===== src/rtl/nand_tree_pkg.sv =====
// Shared constants and elaboration helpers for the pipelined reduction tree.
package nand_tree_pkg;

  localparam logic [1:0] MODE_NAND = 2'b00;
  localparam logic [1:0] MODE_AND  = 2'b01;
  localparam logic [1:0] MODE_NOR  = 2'b10;
  localparam logic [1:0] MODE_OR   = 2'b11;

  // Number of RADIX-input levels needed to reduce WIDTH bits to one.
  function automatic int clog_radix(input int width, input int radix);
    int levels;
    int cap;
    levels = 0;
    cap    = 1;
    for (int k = 0; k < 32; k++) begin
      if (cap < width) begin
        cap    = cap * radix;
        levels = levels + 1;
      end
    end
    return levels;
  endfunction

  // Identity element of the mode's family: 1 for AND/NAND, 0 for OR/NOR.
  function automatic logic ident(input logic [1:0] mode);
    return (mode == MODE_NAND) || (mode == MODE_AND);
  endfunction

endpackage


===== src/rtl/nand_tree_level.sv =====
// One reduction level: RADIX-wise AND/OR of its input, then registered
// together with the sample's valid flag and mode. The final level only
// reloads data/mode on a valid sample so the output holds its last result.
module nand_tree_level
  import nand_tree_pkg::*;
#(
  parameter int WIDTH_IN = 16,
  parameter int RADIX    = 4,
  parameter bit FINAL    = 1'b0
) (
  input  logic                      ck,
  input  logic                      nrst,
  input  logic                      en_i,
  input  logic [WIDTH_IN-1:0]       data_i,
  input  logic                      valid_i,
  input  logic [1:0]                mode_i,
  output logic [WIDTH_IN/RADIX-1:0] data_o,
  output logic                      valid_o,
  output logic [1:0]                mode_o
);

  localparam int WIDTH_OUT = WIDTH_IN / RADIX;

  logic [WIDTH_OUT-1:0] red_d;
  logic [WIDTH_OUT-1:0] data_q;
  logic                 valid_q;
  logic [1:0]           mode_q;

  // Each output lane reduces its own RADIX-bit group; mode[1] picks the family.
  genvar gi;
  for (gi = 0; gi < WIDTH_OUT; gi++) begin : g_gate
    assign red_d[gi] = mode_i[1] ? (|data_i[gi*RADIX +: RADIX])
                                 : (&data_i[gi*RADIX +: RADIX]);
  end

  // Stage register: reset to the AND-family identity, hold whenever en_i is low.
  always_ff @(posedge ck or negedge nrst) begin
    if (!nrst) begin
      data_q  <= '1;
      valid_q <= 1'b0;
      mode_q  <= MODE_AND;
    end else if (en_i) begin
      valid_q <= valid_i;
      if (!FINAL || valid_i) begin
        data_q <= red_d;
        mode_q <= mode_i;
      end
    end
  end

  assign data_o  = data_q;
  assign valid_o = valid_q;
  assign mode_o  = mode_q;

endmodule


===== src/rtl/nand_tree_pipe.sv =====
// Pipelined wide NAND/AND/NOR/OR reduction. The input is padded with the
// family identity to RADIX**LEVELS bits, reduced through LEVELS registered
// levels, and inverted after the last register for NAND/NOR.
module nand_tree_pipe
  import nand_tree_pkg::*;
#(
  parameter int WIDTH = 16,
  parameter int RADIX = 4
) (
  input  logic             ck,
  input  logic             nrst,
  input  logic             en,
  input  logic             iv,
  input  logic [1:0]       mode,
  input  logic [WIDTH-1:0] i,
  output logic             nq,
  output logic             ov
);

  localparam int LEVELS = clog_radix(WIDTH, RADIX);
  localparam int PAD_W  = RADIX ** LEVELS;
  localparam int LAST   = LEVELS - 1;

  logic [PAD_W-1:0] pad_d;

  // Fill unused lanes with the identity so padding never affects the result.
  always_comb begin
    pad_d            = {PAD_W{ident(mode)}};
    pad_d[WIDTH-1:0] = i;
  end

  genvar gi;
  for (gi = 0; gi < LEVELS; gi++) begin : g_lvl
    localparam int W_IN  = RADIX ** (LEVELS - gi);
    localparam int W_OUT = W_IN / RADIX;

    logic [W_IN-1:0]  d_in;
    logic             v_in;
    logic [1:0]       m_in;
    logic [W_OUT-1:0] d_out;
    logic             v_out;
    logic [1:0]       m_out;

    if (gi == 0) begin : g_head
      assign d_in = pad_d;
      assign v_in = iv;
      assign m_in = mode;
    end else begin : g_tail
      assign d_in = g_lvl[gi-1].d_out;
      assign v_in = g_lvl[gi-1].v_out;
      assign m_in = g_lvl[gi-1].m_out;
    end

    nand_tree_level #(
      .WIDTH_IN (W_IN),
      .RADIX    (RADIX),
      .FINAL    (gi == LAST)
    ) u_level (
      .ck      (ck),
      .nrst    (nrst),
      .en_i    (en),
      .data_i  (d_in),
      .valid_i (v_in),
      .mode_i  (m_in),
      .data_o  (d_out),
      .valid_o (v_out),
      .mode_o  (m_out)
    );
  end

  // Inversion happens only here; the held final data/mode keep nq stable.
  assign nq = g_lvl[LAST].d_out[0] ^ ((g_lvl[LAST].m_out == MODE_NAND) ||
                                      (g_lvl[LAST].m_out == MODE_NOR));
  assign ov = g_lvl[LAST].v_out;

endmodule


===== config.mk =====
export PLATFORM = sky130hd
export DESIGN_NAME = nand_tree_pipe
export DESIGN_NICKNAME = d
export VERILOG_FILES = /design/src/rtl/nand_tree_pkg.sv /design/src/rtl/nand_tree_level.sv /design/src/rtl/nand_tree_pipe.sv
export SDC_FILE = /design/constraint.sdc
export NUM_CORES = 1
export LEC_CHECK = 0
export CAP_MARGIN = 40
export CORE_ASPECT_RATIO = 1.2
export CORE_MARGIN = 2
export CORE_UTILIZATION = 30
export DETAILED_ROUTE_END_ITERATION = 8
export SYNTH_ARGS = -nofsm -noshare
export SYNTH_HDL_FRONTEND = slang
export SYNTH_SLANG_ARGS = --single-unit
export TNS_END_PERCENT = 100

===== constraint.sdc =====
create_clock -name ck -period 2.15 [get_ports ck]
set_input_delay 0.3225 -clock ck [delete_from_list [all_inputs] [get_ports ck]]
set_output_delay 0.3225 -clock ck [all_outputs]
set_load 0.005 [all_outputs]

==> results of run 1 <==
## worst max-delay path, stage by stage (launching register included)
cell             delay, ps
dfstp_2                540
xnor2_1                110
clkdlybuf4s50_1        510
## layout make-up
type	instances	share of cell area [%]
Tap cell	18	2.91
Timing Repair Buffer	23	29.8
Sequential cell	10	33.5
Multi-Input combinational cell	31	28.6
Clock buffer	4	4.69
Inverter	1	0.485
## sequential cells by signal, summed over array words and instances, names as in the netlist
name,cells
g_lvl.u_level.valid_o,2
g_lvl.u_level.data_o,5
g_lvl.u_level.mode_o,3
## per-layer routing
| metal | GRT usage, % | part of all wire (%) | vias up | routed length (um) |
|---|---|---|---|---|
| li1 | - | - | 224 | - |
| met1 | 13.9 | 42 | 211 | 383 |
| met2 | 17.2 | 50 | 16 | 454 |
| met3 | 4.13 | 6.4 | 2 | 58 |
| met4 | 4.84 | 0.88 | 0 | 8 |
| met5 | 0 | 0 | - | 0 |
## cells in the final DEF (no fill, tap or decap), types with 3 or more instances in the layout
master / instances
nand4_1: 4
nand2_1: 4
mux2_2: 3
clkdlybuf4s50_1: 23
clkbuf_4: 3
nor2_1: 4
o31ai_1: 5
dfrtp_1: 3
dfstp_2: 7
a41oi_1: 5
## power groups by stage
stage,combinational [mW],clock [mW],sequential (mW)
after floorplan,0.0531,0,0.244
after global placement,0.122,0,0.248
after detailed placement,0.124,0,0.248
after CTS,0.124,0.171,0.246
after global routing,0.135,0.186,0.249
final,0.122,0.165,0.245
## worst min-delay path by stage
stage,start,to
after detailed placement,g_lvl[0].u_level.data_o[1],g_lvl[0].u_level.data_o[1]
after floorplan,nrst,g_lvl[0].u_level.mode_o[1]
after global routing,nrst,g_lvl[0].u_level.valid_o
final,nrst,g_lvl[0].u_level.valid_o
after global placement,g_lvl[0].u_level.data_o[1],g_lvl[0].u_level.data_o[1]
after CTS,nrst,g_lvl[0].u_level.valid_o
## cell usage after synthesis
library cell / instances
a21bo_2: 1
a41oi_1: 5
buf_2: 1
buf_4: 1
dfrtp_1: 3
dfstp_2: 7
inv_1: 1
mux2_2: 3
mux2_4: 1
nand2_1: 4
nand2_2: 1
nand4_1: 4
nor2_1: 4
nor4_1: 1
o21ai_0: 1
o31ai_1: 5
xnor2_1: 1
## per-stage QoR
stage / setup WS [ps] / hold slack (ps) / utilization, % / power [mW]
5_1_grt: 338 / 376 / 48.3 / 0.571
6_report: 406 / 375 / 48.3 / 0.532
3_3_place_gp: 527 / 498 / 46.0 / 0.370
3_5_place_dp: 497 / 501 / 46.0 / 0.372
4_1_cts: 391 / 386 / 48.3 / 0.540
2_1_floorplan: 1190 / 26.9 / - / 0.297
## cells by family after synthesis
| kind of cell | after synthesis | share of synthesized area [%] |
|---|---|---|
| compound gates | 12 | 19.4 |
| xor+xnor | 1 | 1.76 |
| buf+inv | 3 | 3.27 |
| flops | 10 | 52.1 |
| mux | 4 | 9.82 |
| simple gates | 14 | 13.6 |
==> impl_metrics.env, run 1 <==
export IMPL_clock_skew_ps=1.79
export IMPL_grt_max_degree=15
export IMPL_synth_seq_cells=10
export IMPL_crit_path_end="nq"
export IMPL_crit_path_end_kind="output pin"
export IMPL_setup_viol=0
export IMPL_reg2reg_depth=2
export IMPL_coreArea_um2=1600
export IMPL_die_y_um=48.6
export IMPL_dpl_instance_area_um2=737
export IMPL_leakage_nw=0.289
export IMPL_tightest_slew_ps=477
export IMPL_ir_drop_uv=324
export IMPL_yosys_warnings=0
export IMPL_critical_path_max_fanout=2
export IMPL_syn_area_per_cell_um2=11.3
export IMPL_drc=0
export IMPL_wirelength_um=905
export IMPL_synth_net_count=66
export IMPL_drive_above_1_share_pct=24.6
export IMPL_clock_sinks=10
export IMPL_stdcell_count=87
export IMPL_cts_max_level=1
export IMPL_criticalPathCategory="flop to output pin"
export IMPL_wl_per_cell_um=10.4
export IMPL_clk_latency_ps=250
export IMPL_clk_pin_slew_worst_paths_ps=70
export IMPL_combPwrFrac_pct=22.9
export IMPL_initial_core_util_pct=31.0
export IMPL_dp_hpwl_um=757
export IMPL_hp_class="primary input to async pin"
export IMPL_fin_crit_sh_pct=81.1
export IMPL_io_pins=24
export IMPL_ant_nets=0
export IMPL_layout_nets=92
export IMPL_clk_path_buf_depth=2
export IMPL_startpoint_type="flop"
export IMPL_post_synth_top_area_fraction_pct=37.0
export IMPL_p_int_uw=415
export IMPL_fmax_mhz=573
export IMPL_viasPerCell=5.21
export IMPL_report_final_hold_viol_count=0
export IMPL_power_density_nw_per_um2=688
export IMPL_antennaDiodeCount=0
export IMPL_rrSetupSlack_ps=1170
export IMPL_multi_input_area_um2=221
export IMPL_startpoint="g_lvl[1].u_level.mode_o[0]"
export IMPL_cts_resized=0
export IMPL_cp_required_ps=1830
export IMPL_yosysTopAreaCell="dfstp_2"
export IMPL_fill_cells=168
export IMPL_synth_area_um2=497
export IMPL_grt_pass1_wl_mm=1.59
export IMPL_io_buffers=23
export IMPL_rows=16
export IMPL_cts_root_buf="clkbuf_4"
export IMPL_critical_path_arrival_ps=1420
export IMPL_clockPowerShare_pct=30.9
export IMPL_antenna_found_initial=0
export IMPL_vias=453
export IMPL_cap_viol_max_count=0
export IMPL_period_needed_ps=1740
export IMPL_gr_usage_all_layers_pct=11.4
export IMPL_overflow=0
export IMPL_dieArea_um2=2000
export IMPL_power_frac_seq_pct=46.2
export IMPL_synthCells=44
export IMPL_final_design_area_no_fill_um2=773
export IMPL_rsz0062_at_grt="false"
export IMPL_dr_pass1_iters=2
export IMPL_maxSlewHeadroom_pct=68.1
export IMPL_timing_final_max_slew_violations=0
export IMPL_status="finished clean"
export IMPL_placedCellCount=83
export IMPL_cts_tree="yes"
export IMPL_swShare_pct=22.0
export IMPL_die_x_um=41.1
export IMPL_rr_endpoint="g_lvl[1].u_level.data_o"
export IMPL_ys_seq_area_share_pct=52.1
export IMPL_switchingPower_uw=117
export IMPL_tns_ps=0
export IMPL_cts_buffers=3
export IMPL_grt_pass1_vias=427
export IMPL_cts_hold_buf=0
export IMPL_dr_first_iter_drc_count=2
export IMPL_r2r_start="g_lvl[0].u_level.data_o[2]"
export IMPL_syn_to_final_growth_pct=55.7
export IMPL_post_cts_buffers=0
export IMPL_synthTopCellsByArea="dfstp_2 (37%), dfrtp_1 (15%), a41oi_1 (8.8%), o31ai_1 (7.6%), mux2_2 (6.8%)"
export IMPL_ys_types=17
export IMPL_ff_latch_area_um2=259
export IMPL_place_congestion=0.668
(Power assumes the default switching activity.)
==> run 2, diff against run 1 <==
clock period = 1.82 ns   (was 2.15 ns; I/O delays follow)
==> run 2 against run 1 <==
Flip-flop and latch count is the same. Die area is the same. Clock-buffer cell count is the same. Via count grew 0.22%. Critical path depth is the same. Combinational power grew 19%. Clock power grew 22%. Sequential share of layout area shrank 0.32 points. Largest cell class unchanged.
==> impl_metrics.env, run 2 (synthesis gave the netlist of run 1 again) <==
export IMPL_drive_above_1_share_pct=25.7
export IMPL_die_y_um=48.6
export IMPL_dp_hpwl_um=792
export IMPL_maxSlewHeadroom_pct=71.4
export IMPL_power_frac_seq_pct=45.4
export IMPL_fill_cells=167
export IMPL_dr_pass1_iters=4
export IMPL_rsz0062_at_grt="false"
export IMPL_vias=454
export IMPL_place_congestion=0.729
export IMPL_cts_tree="yes"
export IMPL_hp_class="primary input to async pin"
export IMPL_report_final_hold_viol_count=0
export IMPL_largest_register_ffs=5
export IMPL_clock_sinks=10
export IMPL_combPwrFrac_pct=22.8
export IMPL_status="finished clean"
export IMPL_clock_skew_ps=3.43
export IMPL_clk_latency_ps=270
export IMPL_startpoint_type="flop"
export IMPL_tightest_slew_ps=428
export IMPL_critical_path_arrival_ps=1420
export IMPL_dieArea_um2=2000
export IMPL_cts_root_buf="clkbuf_4"
export IMPL_clk_pin_slew_worst_paths_ps=70
export IMPL_antennaDiodeCount=0
export IMPL_io_buffers=23
export IMPL_wirelength_um=950
export IMPL_period_needed_ps=1700
export IMPL_drc=0
export IMPL_p_int_uw=492
export IMPL_io_pins=24
export IMPL_tns_ps=0
export IMPL_cts_hold_buf=0
export IMPL_swShare_pct=22.7
export IMPL_cts_buffers=3
export IMPL_final_common_cell="clkdlybuf4s50_1"
export IMPL_ant_nets=0
export IMPL_switchingPower_uw=144
export IMPL_power_uw=636
export IMPL_rrSetupSlack_ps=880
export IMPL_cts_resized=0
export IMPL_cts_max_level=1
export IMPL_antenna_found_initial=0
export IMPL_overflow=0
export IMPL_clk_path_buf_depth=2
export IMPL_fin_crit_sh_pct=93.2
export IMPL_final_cell_mix="clkdlybuf4s50_1 (23), dfstp_2 (7), o31ai_1 (5), a41oi_1 (5)"
export IMPL_syn_to_final_growth_pct=57.2
export IMPL_viasPerCell=5.16
export IMPL_setup_viol=0
export IMPL_power_density_nw_per_um2=815
export IMPL_layout_nets=93
export IMPL_clockPowerShare_pct=31.8
export IMPL_leakage_nw=0.294
export IMPL_post_cts_buffers=0
export IMPL_layout_setup_ws_ps=123
export IMPL_dp_slack_ps=359
export IMPL_grt_pass1_wl_mm=1.90
export IMPL_grt_pass1_vias=505
export IMPL_cap_viol_max_count=0
export IMPL_ir_drop_uv=367
export IMPL_gr_usage_all_layers_pct=13.6
export IMPL_wl_per_cell_um=10.8
export IMPL_crit_path_end_kind="output pin"
export IMPL_rows=16
export IMPL_cp_required_ps=1550
export IMPL_grt_max_degree=11
export IMPL_die_x_um=41.1
export IMPL_criticalPathCategory="flop to output pin"
export IMPL_coreArea_um2=1600
export IMPL_initial_core_util_pct=31.0
export IMPL_dr_first_iter_drc_count=9
export IMPL_fmax_mhz=589
export IMPL_critical_path_max_fanout=2
export IMPL_timing_final_max_slew_violations=0
[run 2: cell type report]
class                           count  area, um2  share of cell area (%)
Timing Repair Buffer               24        238                    30.4
Tap cell                           18       22.5                    2.88
Multi-Input combinational cell     31        221                    28.4
Inverter                            1       3.75                   0.481
Clock buffer                        4       36.3                    4.65
Sequential cell                    10        259                    33.2
[run 2: power groups by stage]
stage	Combinational (mW)	Clock, mW	Sequential (mW)
global route	0.163	0.221	0.295
CTS	0.147	0.208	0.290
detailed placement	0.148	0	0.293
global placement	0.146	0	0.293
floorplan	0.0627	0	0.288
finish	0.145	0.202	0.289
[run 2: final timing paths]
path                                             from                         end  cells past startpoint
min reg2reg                g_lvl[0].u_level.data_o[3]  g_lvl[0].u_level.data_o[3]                      2
max in group asynchronous                        nrst  g_lvl[0].u_level.data_o[2]                      1
max reg2reg                g_lvl[0].u_level.data_o[2]     g_lvl[1].u_level.data_o                      2
max                        g_lvl[1].u_level.mode_o[0]                          nq                      2
min                                              nrst    g_lvl[0].u_level.valid_o                      1
min in group ck            g_lvl[0].u_level.data_o[3]  g_lvl[0].u_level.data_o[3]                      2
[run 2: metrics by stage]
step / hold slack, ps / cell area (um2) / util, % / instances
3_5_place_dp: 493 / 744 / 46.5 / 84
2_1_floorplan: -22.6 / 497 / - / 44
6_report: 303 / 781 / 48.8 / 88
5_1_grt: 324 / 781 / 48.8 / 88
3_3_place_gp: 492 / 744 / 46.5 / 84
4_1_cts: 324 / 781 / 48.8 / 88
[run 2: critical path: stages, from the launching register on]
cell and delay (ps):
dfstp_2 540, xnor2_1 110, clkdlybuf4s50_1 510
[run 2: metal layers]
layer	global-route usage [%]	part of all wire (%)
met5	0	0
met4	8.06	2.8
met3	4.13	6.9
met2	21.4	49
met1	15.0	41
==> run 3, diff against run 2 <==
clock period = 1.59 ns   (was 1.82 ns; I/O delays follow)
==> run 3 against run 2 <==
Global-route usage unchanged. Hold slack worse by 34 ps. Register-to-register slack got worse by 230 ps. Sequential share of layout area rose by 0.053 points. Flip-flop and latch count stayed put. Non-clock buffer count unchanged. Clock skew is the same. Total power rose by 13%. Die area stayed put. Critical path type unchanged. Largest cell class unchanged.
==> impl_metrics.env, run 3 (synthesis gave the netlist of run 1 again) <==
export IMPL_syn_to_final_growth_pct=56.9
export IMPL_power_uw=720
export IMPL_grt_max_degree=11
export IMPL_rsz0062_at_grt="false"
export IMPL_leakage_nw=0.295
export IMPL_setup_viol=0
export IMPL_grt_pass1_vias=505
export IMPL_final_cell_mix="clkdlybuf4s50_1 (22), dfstp_2 (7), o31ai_1 (5), a41oi_1 (5)"
export IMPL_stdcell_count=88
export IMPL_timing_final_max_slew_violations=0
export IMPL_maxSlewHeadroom_pct=71.4
export IMPL_top_layer="met4"
export IMPL_clk_latency_ps=270
export IMPL_wl_met3_um=66
export IMPL_grt_pass1_wl_mm=1.90
export IMPL_die_y_um=48.6
export IMPL_dieArea_um2=2000
export IMPL_viasPerCell=5.16
export IMPL_dp_hpwl_um=792
export IMPL_clock_sinks=10
export IMPL_cts_buffers=3
export IMPL_utilization_pct=48.7
export IMPL_cts_root_buf="clkbuf_4"
export IMPL_io_pins=24
export IMPL_period_needed_ps=1390
export IMPL_rows=16
export IMPL_wl_per_cell_um=10.8
export IMPL_largest_register_ffs=5
export IMPL_clock_skew_ps=3.43
export IMPL_cap_viol_max_count=0
export IMPL_gr_usage_all_layers_pct=13.6
export IMPL_power_density_nw_per_um2=923
export IMPL_final_common_cell="clkdlybuf4s50_1"
export IMPL_die_x_um=41.1
export IMPL_status="finished clean"
export IMPL_initial_core_util_pct=31.0
export IMPL_tightest_slew_ps=428
export IMPL_vias=454
export IMPL_ant_nets=0
export IMPL_place_congestion=0.729
export IMPL_critical_path_arrival_ps=1150
export IMPL_report_final_hold_viol_count=0
export IMPL_startpoint="g_lvl[1].u_level.mode_o[0]"
export IMPL_cp_required_ps=1350
export IMPL_fin_crit_sh_pct=87.4
export IMPL_startpoint_type="flop"
export IMPL_wirelength_um=950
export IMPL_whs_ps=269
export IMPL_antenna_found_initial=0
export IMPL_cts_hold_buf=0
export IMPL_critical_path_max_fanout=2
export IMPL_rrSetupSlack_ps=650
export IMPL_hp_class="primary input to async pin"
export IMPL_fmax_mhz=720
export IMPL_ir_drop_uv=419
export IMPL_wl_met2_um=466
export IMPL_crit_path_end_kind="output pin"
export IMPL_dr_first_iter_drc_count=9
export IMPL_tns_ps=0
export IMPL_cts_max_level=1
export IMPL_placedCellCount=84
export IMPL_criticalPathCategory="flop to output pin"
export IMPL_dr_pass1_iters=4
export IMPL_wl_met1_um=390
export IMPL_clk_pin_slew_worst_paths_ps=70
export IMPL_layout_nets=93
export IMPL_io_buffers=23
export IMPL_antennaDiodeCount=0
export IMPL_cts_tree="yes"
export IMPL_drc=0
export IMPL_overflow=0
export IMPL_r2r_start="g_lvl[0].u_level.data_o[2]"
export IMPL_coreArea_um2=1600
export IMPL_drive_above_1_share_pct=25.7
export IMPL_clk_path_buf_depth=2
==> run 3: cell types whose count changed in the layout (fill, tap and decap cells not counted), sizes merged <==
cell           change
dlygate4sd2        +1
clkdlybuf4s50      -1
==> run 3: layout make-up <==
cell class	count	area, um2
inverters	1	3.75
multi-input cells	31	221
clock buffers	4	36.3
repair buffers	24	236
flip-flops and latches	10	259
well taps	18	22.5
fillers	168	822
==> run 3: worst paths after layout <==
check                                                  end  depth (start not counted)
worst max-delay path                                    nq                          2
worst min-delay path              g_lvl[0].u_level.valid_o                          1
worst max register to register     g_lvl[1].u_level.data_o                          2
worst min register to register  g_lvl[0].u_level.data_o[3]                          2
max in group asynchronous       g_lvl[0].u_level.data_o[2]                          1
min in group ck                 g_lvl[0].u_level.data_o[3]                          2
==> run 3: where the power goes <==
part | leakage [nW] | total [mW] | switching (mW) | internal, mW
clock network | 0.0210 | 0.231 | 0.0921 | 0.139
registers | 0.109 | 0.331 | 0.0232 | 0.308
logic | 0.165 | 0.158 | 0.0495 | 0.108
total | 0.295 | 0.720 | 0.165 | 0.555
==> run 3: critical path, stage by stage (launching register included) <==
cell           delay, ps
dfstp_2              540
xnor2_1              100
dlygate4sd2_1        240
==> run 3: per-layer routing <==
metal | global-route usage [%] | up-vias
li1 | - | 227
met1 | 15.0 | 205
met4 | 8.06 | 0
met3 | 4.13 | 3
met2 | 21.4 | 19
met5 | 0 | -
==> run 3: per-stage QoR <==
step                cell area (um2)  setup slack [ps]
detailed placement              744               163
finish                          779               201
global placement                744               200
global route                    779               138
floorplan                       497               690
CTS                             779               186
==> run 3: repair_timing <==
| item | in CTS | in global routing |
|---|---|---|
| gates resized for setup | 1 | 0 |
| buffers inserted | 0 | 0 |
| setup endpoints to repair | 1 | 0 |
==> variant: new RTL, settings of run 2 <==
The parameter `WIDTH` goes from 16 to 32.
--- a/src/rtl/nand_tree_pipe.sv
+++ b/src/rtl/nand_tree_pipe.sv
@@ -4,7 +4,7 @@
 module nand_tree_pipe
   import nand_tree_pkg::*;
 #(
-  parameter int WIDTH = 16,
+  parameter int WIDTH = 32,
   parameter int RADIX = 4
 ) (
   input  logic             ck,
Interface: changed (resized i); port bits go from 24 to 40. The function was not compared with the original's and may differ.
==> variant against run 2 <==
Via count is 97% higher; setup slack improved by 7.7 ps; total power rose by 94%; die area up 120%; clock skew is 2.8 ps lower; cell count increased by 110%; sequential cell count increased by 11; critical path depth stayed put; design area grew 110%; synthesized area increased by 130%; routed wire length increased by 130%; largest cell class is now multi-input gates; maximum frequency rose by 0.46%.
==> variant: results <==
[power]
p_int_uw = 933
p_leak_nw = 0.602

[yosys]
synthDistinctLibCells = 18
synth_nets = 133
synth.area.top_cells = dfstp_2, a41oi_2, dfrtp_1, mux2_4, o31ai_1
synth_commonest_cells = dfstp_2, nand2_1, nor2_1, o31ai_1
synth.mux.area_fraction = 0.112

[place]
port_buffers = 39
globalplace.congestion = 0.694
dpl.hpwl_um = 1670

[finish]
fin_nets = 175
largest_reg_flops = 13

[grt]
gr-usage-met2 = 0.184
track_usage = 0.109
grtUsageMet3 = 0.0160
grt_max_degree = 31
grtUsageMet1 = 0.136
grt_pass1_wl_um = 3710

[routing]
drt-vias-per-instance = 4.76
dr_wl_met2_um = 1110
drtIter0Drc = 21
drt_pass1_iterations = 2
routed-wl-met3_um = 97

[worst_setup_path]
r2r_slack_ps = 810
crit-reg2reg-launch = g_lvl[1].u_level.data_o[0]
reg2reg_to = g_lvl[2].u_level.data_o
worst-r2r-cell-count = 3

[sta]
fin_hold_ws_ps = 346
skew_ps = 0.630
worst_slew_margin_rel = 0.823

[status]
status = complete, no violations
-- variant: layout make-up --
type	count	area [µm²]
Timing Repair Buffer	42	425
Tap cell	52	65.1
Sequential cell	21	546
Fill cell	373	2020
Clock buffer	4	45.0
Multi-Input combinational cell	67	553
Inverter	2	7.51
-- variant: through the flow --
stage / setup slack, ps / instance area, µm² / instances / power, mW
CTS: 117 / 1640 / 188 / 1.25
floorplan: 870 / 1160 / 95 / 0.787
global route: 98.9 / 1640 / 188 / 1.31
global placement: 340 / 1600 / 184 / 0.938
finish: 131 / 1640 / 188 / 1.24
detailed placement: 325 / 1600 / 184 / 0.947
-- variant: power by group through the flow --
stage          Combinational [mW]  Sequential (mW)  Clock (mW)
2_1_floorplan               0.169            0.617           0
3_3_place_gp                0.309            0.629           0
3_5_place_dp                0.318            0.630           0
4_1_cts                     0.320            0.623       0.310
5_1_grt                     0.344            0.633       0.329
6_report                    0.315            0.621       0.301
-- variant: cells by family (layout without fill, tap and decap cells) --
logic type                count (synthesis)  after routing
and+or+nand+nor                          33             33
muxes                                     9              9
AOI/OAI and AO/OA                        24             24
buffers and inverters                     7             48
DFF                                      21             21
xor gates and xnor gates                  1              1
-- variant: how the worst max path moves through the flow --
stage | startpoint | end | cells after the start
3_5_place_dp | en | g_lvl[2].u_level.mode_o[0] | 4
4_1_cts | g_lvl[2].u_level.mode_o[0] | nq | 2
6_report | g_lvl[2].u_level.mode_o[0] | nq | 2
3_3_place_gp | en | g_lvl[2].u_level.mode_o[0] | 4
5_1_grt | g_lvl[2].u_level.data_o | nq | 2
2_1_floorplan | g_lvl[1].u_level.data_o[0] | g_lvl[2].u_level.data_o | 3
-- variant: worst reg2reg max path, delay by kind of cell (launching register included) --
family,cells,cell delay [ps]
AOI/OAI and AO/OA,2,340
and+or+nand+nor,1,40
DFF,1,540
